**src/rtl/core_ctrl_pkg.sv**
```systemverilog
// Shared definitions for core_ctrl: FSM state encoding, instruction bit map,
// kernel memory base address and the idle instruction word.
package core_ctrl_pkg;

  typedef enum logic [3:0] {
    IDLE, W_L0, W_LOAD, X_L0, X_EXEC, DRAIN, WAIT_OF, OF_RD, NEXT, ACC, FIN
  } state_t;

  localparam int INST_W        = 35;
  localparam int INST_MODE     = 34;
  localparam int INST_ACC      = 33;
  localparam int INST_CEN_P    = 32;
  localparam int INST_WEN_P    = 31;
  localparam int INST_AP_LSB   = 20;
  localparam int INST_CEN_X    = 19;
  localparam int INST_WEN_X    = 18;
  localparam int INST_AX_LSB   = 7;
  localparam int INST_OFIFO_RD = 6;
  localparam int INST_IFIFO_WR = 5;
  localparam int INST_IFIFO_RD = 4;
  localparam int INST_L0_RD    = 3;
  localparam int INST_L0_WR    = 2;
  localparam int INST_EXEC     = 1;
  localparam int INST_LOAD     = 0;

  localparam logic [10:0] KMEM_BASE = 11'h400;

  // Memory enables are active-low, so idle holds both CEN/WEN pairs high.
  localparam logic [INST_W-1:0] INST_IDLE = 35'h1_800C0000;

endpackage

```
**src/rtl/core_ctrl_acc_addr_gen.sv**
```systemverilog
// Psum address generator for the accumulation phase (built only when
// CORE_CTRL_ACC_ADDR_GEN_EN is defined); one-cycle registered latency.
`ifdef CORE_CTRL_ACC_ADDR_GEN_EN
module acc_addr_gen #(
  parameter int len_nij = 36,
  parameter int in_w    = 6,
  parameter int out_w   = 4,
  parameter int ksz     = 3
) (
  input  logic        clk,
  input  logic        reset_n,
  input  logic        en,
  input  logic [4:0]  o,
  input  logic [3:0]  k,
  output logic [10:0] addr
);

  localparam logic [10:0] NIJ_A  = 11'(len_nij);
  localparam logic [10:0] IN_W_A = 11'(in_w);
  localparam logic [10:0] OUT_A  = 11'(out_w);
  localparam logic [10:0] KSZ_A  = 11'(ksz);

  logic [10:0] addr_d;

  // Output pixel o maps to (row, col) in the output tile; kernel k shifts it.
  always_comb begin
    addr_d = 11'(k) * NIJ_A
           + (11'(o) / OUT_A + 11'(k) / KSZ_A) * IN_W_A
           + (11'(o) % OUT_A) + (11'(k) % KSZ_A);
  end

  always_ff @(posedge clk or negedge reset_n) begin
    if (!reset_n) addr <= '0;
    else          addr <= en ? addr_d : '0;
  end

endmodule
`endif

```
**src/rtl/core_ctrl.sv**
```systemverilog
// Core instruction sequencer: walks weight load, activation stream, drain and
// psum write-back per kernel position. Optional ACC phase: CORE_CTRL_ACC_ADDR_GEN_EN.
module core_ctrl
  import core_ctrl_pkg::*;
#(
  parameter int row      = 8,
  parameter int col      = 8,
  parameter int len_nij  = 36,
  parameter int len_kij  = 9,
  parameter int len_onij = 16,
  parameter int in_w     = 6,
  parameter int out_w    = 4,
  parameter int ksz      = 3
) (
  input  logic              clk,
  input  logic              reset_n,
  input  logic              start,
  input  logic              mode_select,
  input  logic              ofifo_valid,
  output logic [INST_W-1:0] inst,
  output logic              busy,
  output logic              done,
  output logic [3:0]        kij_idx
);

  localparam logic [6:0]  COL_C    = 7'(col);
  localparam logic [6:0]  NIJ_C    = 7'(len_nij);
  localparam logic [6:0]  DRAIN_C  = 7'(row + col);
  localparam logic [10:0] COL_A    = 11'(col);
  localparam logic [10:0] NIJ_A    = 11'(len_nij);
  localparam logic [3:0]  KIJ_LAST = 4'(len_kij - 1);

  localparam int W_MAX = 32'(KMEM_BASE) + len_kij * col - 1;
  localparam int P_MAX = len_kij * len_nij - 1;
  localparam int A_MAX = (len_kij - 1) * len_nij
                       + ((len_onij - 1) / out_w + (ksz - 1)) * in_w
                       + (out_w - 1) + (ksz - 1);

  // Every address lives in 11 bits and every phase length in the 7-bit counter.
  if (W_MAX > 2047 || P_MAX > 2047 || A_MAX > 2047 || len_nij > 126 ||
      row + col > 126 || len_kij > 15 || len_onij > 32) begin : g_param_err
    $error("core_ctrl: parameters overflow address or counter width");
  end

  state_t            state, state_next;
  logic [6:0]        cnt, cnt_next;
  logic [3:0]        kij_next;
  logic [INST_W-1:0] inst_q, inst_d;
  logic              done_d;

`ifdef CORE_CTRL_ACC_ADDR_GEN_EN
  localparam logic [6:0] KIJ_C     = 7'(len_kij);
  localparam logic [4:0] ONIJ_LAST = 5'(len_onij - 1);

  logic [4:0]  o_cnt, o_next;
  logic        gen_en;
  logic [10:0] gen_addr;

  acc_addr_gen #(
    .len_nij (len_nij),
    .in_w    (in_w),
    .out_w   (out_w),
    .ksz     (ksz)
  ) u_acc_addr_gen (
    .clk     (clk),
    .reset_n (reset_n),
    .en      (gen_en),
    .o       (o_cnt),
    .k       (cnt[3:0]),
    .addr    (gen_addr)
  );

  // The generator register lines up with inst_q, so its address is merged in.
  assign inst = inst_q | ({{(INST_W-11){1'b0}}, gen_addr} << INST_AP_LSB);
`else
  assign inst = inst_q;
`endif

  assign busy = (state != IDLE);

  // Each counted phase spends one extra cycle at cnt == length as its idle gap.
  always_comb begin
    state_next = state;
    cnt_next   = cnt + 7'd1;
    kij_next   = kij_idx;
    done_d     = 1'b0;
    inst_d     = INST_IDLE;
    inst_d[INST_MODE] = mode_select;
`ifdef CORE_CTRL_ACC_ADDR_GEN_EN
    o_next = o_cnt;
    gen_en = 1'b0;
`endif
    case (state)
      IDLE: begin
        cnt_next = '0;
        if (start) begin
          state_next = W_L0;
          kij_next   = '0;
        end
      end
      W_L0: begin
        if (cnt < COL_C) begin
          inst_d[INST_CEN_X] = 1'b0;
          inst_d[INST_L0_WR] = 1'b1;
          inst_d[INST_AX_LSB +: 11] = KMEM_BASE + 11'(kij_idx) * COL_A + 11'(cnt);
        end else begin
          state_next = W_LOAD;
          cnt_next   = '0;
        end
      end
      W_LOAD: begin
        if (cnt < COL_C) begin
          inst_d[INST_L0_RD] = 1'b1;
          inst_d[INST_LOAD]  = 1'b1;
        end else begin
          state_next = X_L0;
          cnt_next   = '0;
        end
      end
      X_L0: begin
        if (cnt < NIJ_C) begin
          inst_d[INST_CEN_X] = 1'b0;
          inst_d[INST_L0_WR] = 1'b1;
          inst_d[INST_AX_LSB +: 11] = 11'(cnt);
        end else begin
          state_next = X_EXEC;
          cnt_next   = '0;
        end
      end
      X_EXEC: begin
        if (cnt < NIJ_C) begin
          inst_d[INST_L0_RD] = 1'b1;
          inst_d[INST_EXEC]  = 1'b1;
        end else begin
          state_next = DRAIN;
          cnt_next   = '0;
        end
      end
      DRAIN: begin
        if (cnt < DRAIN_C) begin
          inst_d[INST_L0_RD] = 1'b1;
          inst_d[INST_EXEC]  = 1'b1;
        end else begin
          state_next = WAIT_OF;
          cnt_next   = '0;
        end
      end
      WAIT_OF: begin
        cnt_next = '0;
        if (ofifo_valid) state_next = OF_RD;
      end
      OF_RD: begin
        // Reads lead writes by one cycle: the word popped at i lands at i+1.
        if (cnt < NIJ_C) inst_d[INST_OFIFO_RD] = 1'b1;
        if (cnt != '0) begin
          inst_d[INST_CEN_P] = 1'b0;
          inst_d[INST_WEN_P] = 1'b0;
          inst_d[INST_AP_LSB +: 11] = 11'(kij_idx) * NIJ_A + 11'(cnt) - 11'd1;
        end
        if (cnt == NIJ_C) begin
          state_next = NEXT;
          cnt_next   = '0;
        end
      end
      NEXT: begin
        cnt_next = '0;
        kij_next = kij_idx + 4'd1;
        if (kij_idx == KIJ_LAST) begin
`ifdef CORE_CTRL_ACC_ADDR_GEN_EN
          state_next = ACC;
          o_next     = '0;
`else
          state_next = FIN;
`endif
        end else begin
          state_next = W_L0;
        end
      end
`ifdef CORE_CTRL_ACC_ADDR_GEN_EN
      ACC: begin
        if (cnt < KIJ_C) begin
          inst_d[INST_CEN_P] = 1'b0;
          gen_en = 1'b1;
        end
        if (cnt != '0 && cnt <= KIJ_C) inst_d[INST_ACC] = 1'b1;
        if (cnt == KIJ_C + 7'd1) begin
          cnt_next = '0;
          if (o_cnt == ONIJ_LAST) state_next = FIN;
          else                    o_next     = o_cnt + 5'd1;
        end
      end
`endif
      FIN: begin
        done_d     = 1'b1;
        cnt_next   = '0;
        kij_next   = '0;
        state_next = IDLE;
      end
      default: begin
        cnt_next   = '0;
        state_next = IDLE;
      end
    endcase
  end

  always_ff @(posedge clk or negedge reset_n) begin
    if (!reset_n) begin
      state   <= IDLE;
      cnt     <= '0;
      kij_idx <= '0;
      inst_q  <= INST_IDLE;
      done    <= 1'b0;
`ifdef CORE_CTRL_ACC_ADDR_GEN_EN
      o_cnt   <= '0;
`endif
    end else begin
      state   <= state_next;
      cnt     <= cnt_next;
      kij_idx <= kij_next;
      inst_q  <= inst_d;
      done    <= done_d;
`ifdef CORE_CTRL_ACC_ADDR_GEN_EN
      o_cnt   <= o_next;
`endif
    end
  end

endmodule

```
**config.mk**
```make
export PLATFORM = sky130hd
export DESIGN_NAME = core_ctrl
export DESIGN_NICKNAME = d
export VERILOG_FILES = /design/src/rtl/core_ctrl_pkg.sv /design/src/rtl/core_ctrl_acc_addr_gen.sv /design/src/rtl/core_ctrl.sv
export SDC_FILE = /design/constraint.sdc
export NUM_CORES = 1
export LEC_CHECK = 0
export ABC_AREA = 0
export CELL_PAD_IN_SITES_DETAIL_PLACEMENT = 2
export CELL_PAD_IN_SITES_GLOBAL_PLACEMENT = 2
export CORE_UTILIZATION = 32
export DETAILED_ROUTE_END_ITERATION = 12
export PLACE_DENSITY_LB_ADDON = 0.1
export SLEW_MARGIN = 20
export SYNTH_ARGS = -nofsm -noshare
export SYNTH_HDL_FRONTEND = slang
export SYNTH_SLANG_ARGS = --single-unit
```
**constraint.sdc**
```tcl
create_clock -name clk -period 2.9 [get_ports clk]
set_input_delay 0.725 -clock clk [delete_from_list [all_inputs] [get_ports clk]]
set_output_delay 0.725 -clock clk [all_outputs]
set_load 0.005 [all_outputs]
```
==> results by group <==
Run status
  • Status: completed

Yosys
  • FFs w/ async S/R, synth: 100%
  • Most frequent cell after synthesis: dfrtp_1
  • Mapped cell area: 2600 µm²
  • Post-synthesis cell count: 277
  • Post-Syn Area per Cell: 9.40 µm²
  • Synth top cells by count: dfrtp_1, nor2_1, inv_1
  • Leading area contributor after synthesis: dfrtp_1
  • Number of flops mapped to enable cells by yosys: 0
  • Largest cells by area after synthesis: dfrtp_1, ha_1, nor2_1
  • Yosys warns: 0
  • Yosys reg bits: 44
  • Prevailing post-synth register cell: dfrtp_1
  • Netlist cell types: 46
  • Seq/Total Area, Yosys: 42.4%
  • Yosys top cell area share: 40.4%

Run
  • Max Cap Viol: 0

Global route
  • Grt ovf: 0
  • Met3 track demand over resource: 3.15%
  • Top Usage Layer GRT: met2
  • GRT Total Usage: 17.1%
  • GR Util met2: 28.9%
  • Met1 GRT Util: 22.5%
  • Largest net degree at the start of global routing: 29
  • First-pass GRT wire length: 11200 µm
  • Antenna violations before repair: 0
  • Number of global-route vias before repair: 2234

Power
  • Leak pwr: 1.50 nW
  • Power Density: 1040 nW/µm²
  • Max rail drop VDD: 0.000333 V
  • Total power: 3.28 mW

STA
  • Fin. max-slew vios: 0
  • Fin crit share: 87.8%
  • TNS Setup: 0 ns
  • RSZ-0062 raised after global routing: false
  • Relative slew slack: 57.9%
  • Setup slack after layout: 0.353 ns
  • Final hold slack: 0.358 ns
  • Least-Margin Pin Slew: 0.632 ns
  • Period minus WS final: 2.55 ns
  • Final hold vios: 0
  • Endpoints failing setup: 0
  • Max Freq: 0.393 GHz
  • Clock skew: 0.00459 ns

Place
  • DP Worst Slack: 0.336 ns
  • Placed cell count: 411
  • Final HPWL DP: 5090 µm
  • Port Buf Inserts: 39
  • Final GP Congestion: 0.785
  • Dpl cell area: 3070 µm²

Drt
  • Vias: 2090
  • Remaining DRCs: 0
  • First-pass iteration count of the detailed router: 4
  • Initial drt markers: 63
  • Post-DR vias/cell: 4.99
  • DR WL/cell: 16.1 µm
  • ANT nets after route: 0
  • Total wire length: 6750 µm

Finish
  • # diodes: 0
  • Share of layout cells above drive strength 1: 6.62%
  • Number of fill cells: 845
  • Nets@finish: 348
  • Fin area: 3160 µm²
  • Fin cells: 419
  • Area grow syn2layout: 21.5%
  • Post-route core utilization: 40.5%

Setup path
  • Reg2Reg Capture Point: inst[29]
  • CP Class: flop to flop
  • FF-to-FF Start: kij_idx[3]
  • Startpoint Class: flop
  • Max Fanout on Critical Path: 8
  • Critical Path End: inst[29]
  • R2r setup slk: 0.35 ns
  • Worst Reg-to-Reg Cells: 11
  • Worst Setup SP: kij_idx[3]
  • Arr. time, crit path: 2.74 ns
  • Worst endpoint required time: 3.09 ns
  • CP endpoint kind: flop

Clocking
  • Worst-skew pair later-pin latency: 0.30 ns
  • Max Root-Sink Buffers: 2
  • H-tree depth: 2
  • Post-CTS setup buffers: 0
  • CTS root buf: clkbuf_8
  • Num CTS Buffers: 5
  • PostCTS Resize Cnt: 0
  • Clock sink total: 44
  • CTS tree: built
  • Register clock-pin slew on the reported worst setup and hold paths: 0.09 ns
  • Hold Buf Count CTS: 0

Floorplanning
  • # rows: 32
  • # IOs: 46
  • Starting Density: 33.3%
  • Die Span Y: 92.2 µm
  • Die Footprint: 8500 µm²
  • Die outline width: 92.2 µm
  • Core footprint: 7810 µm²

Worst hold path
  • Worst hold path class: input pin to async pin
-- layer usage --
layer	vias to the layer above	share of wire (%)
li1	990	-
met1	1060	49
met2	36	48
met3	4	2.5
met4	0	0.76
met5	-	0
-- sequential cells by signal, indices dropped and copies added (netlist names) --
register and cells:
kij_idx 4, inst 28, state 4, cnt 7
done 1
-- worst min-delay path by stage --
stage | slack [ns] | to | depth (start not counted)
2_1_floorplan | 0.43 | cnt[0] | 0
3_3_place_gp | 0.61 | cnt[0] | 1
3_5_place_dp | 0.64 | cnt[0] | 1
4_1_cts | 0.36 | inst[29] | 1
5_1_grt | 0.39 | inst[34] | 1
6_report | 0.36 | inst[34] | 1
-- logic make-up after synthesis --
| family | share of synthesized area [%] |
|---|---|
| AO/OA/AOI/OAI | 12.1 |
| XOR/XNOR | 5.38 |
| adder cells (fa/ha/maj) | 13.6 |
| buffers and inverters | 8.27 |
| flip-flops | 42.4 |
| multiplexers | 1.44 |
| other | 0.289 |
| AND/OR/NAND/NOR | 16.6 |
-- report_power, final --
part / switching (mW) / internal, mW
registers: 0.231 / 0.784
clock network: 0.223 / 0.194
logic: 0.968 / 0.877
-- placed cells by master (no fill, tap or decap), types with 3 or more instances in the layout --
cell and instances:
nor2_1 39, a21o_1 4, inv_1 33, clkbuf_8 6, nor4_1 4, a22o_1 4, nand2_1 10, a21oi_1 10
nor3_1 8, nand3_1 7, o21bai_1 3, nand2b_1 4, a211oi_1 3, conb_1 6, dfrtp_1 42, xor2_1 6
nor2b_1 3, ha_1 25, clkdlybuf4s50_1 38, o21ai_0 11, buf_4 4, xnor2_1 10, a31oi_1 4
-- area by class of cell --
| cell class | count | area (µm²) | share of cell area [%] |
|---|---|---|---|
| multi-input cells | 189 | 1300 | 41.1 |
| flip-flops and latches | 44 | 1100 | 34.9 |
| repair buffers | 43 | 415 | 13.1 |
| well taps | 102 | 128 | 4.03 |
| inverters | 33 | 124 | 3.92 |
| clock buffers | 7 | 86.3 | 2.73 |
| clock inverters | 1 | 7.51 | 0.237 |
-- worst max-delay path, stage by stage, from the launching register on --
cell	delay, ns
dfrtp_1	0.49
ha_1	0.25
ha_1	0.28
inv_1	0.04
ha_1	0.26
inv_1	0.04
ha_1	0.26
inv_1	0.07
nor2_1	0.14
a21boi_0	0.11
o21bai_1	0.16
mux2_2	0.35
Power figures use the tool's default switching activity.
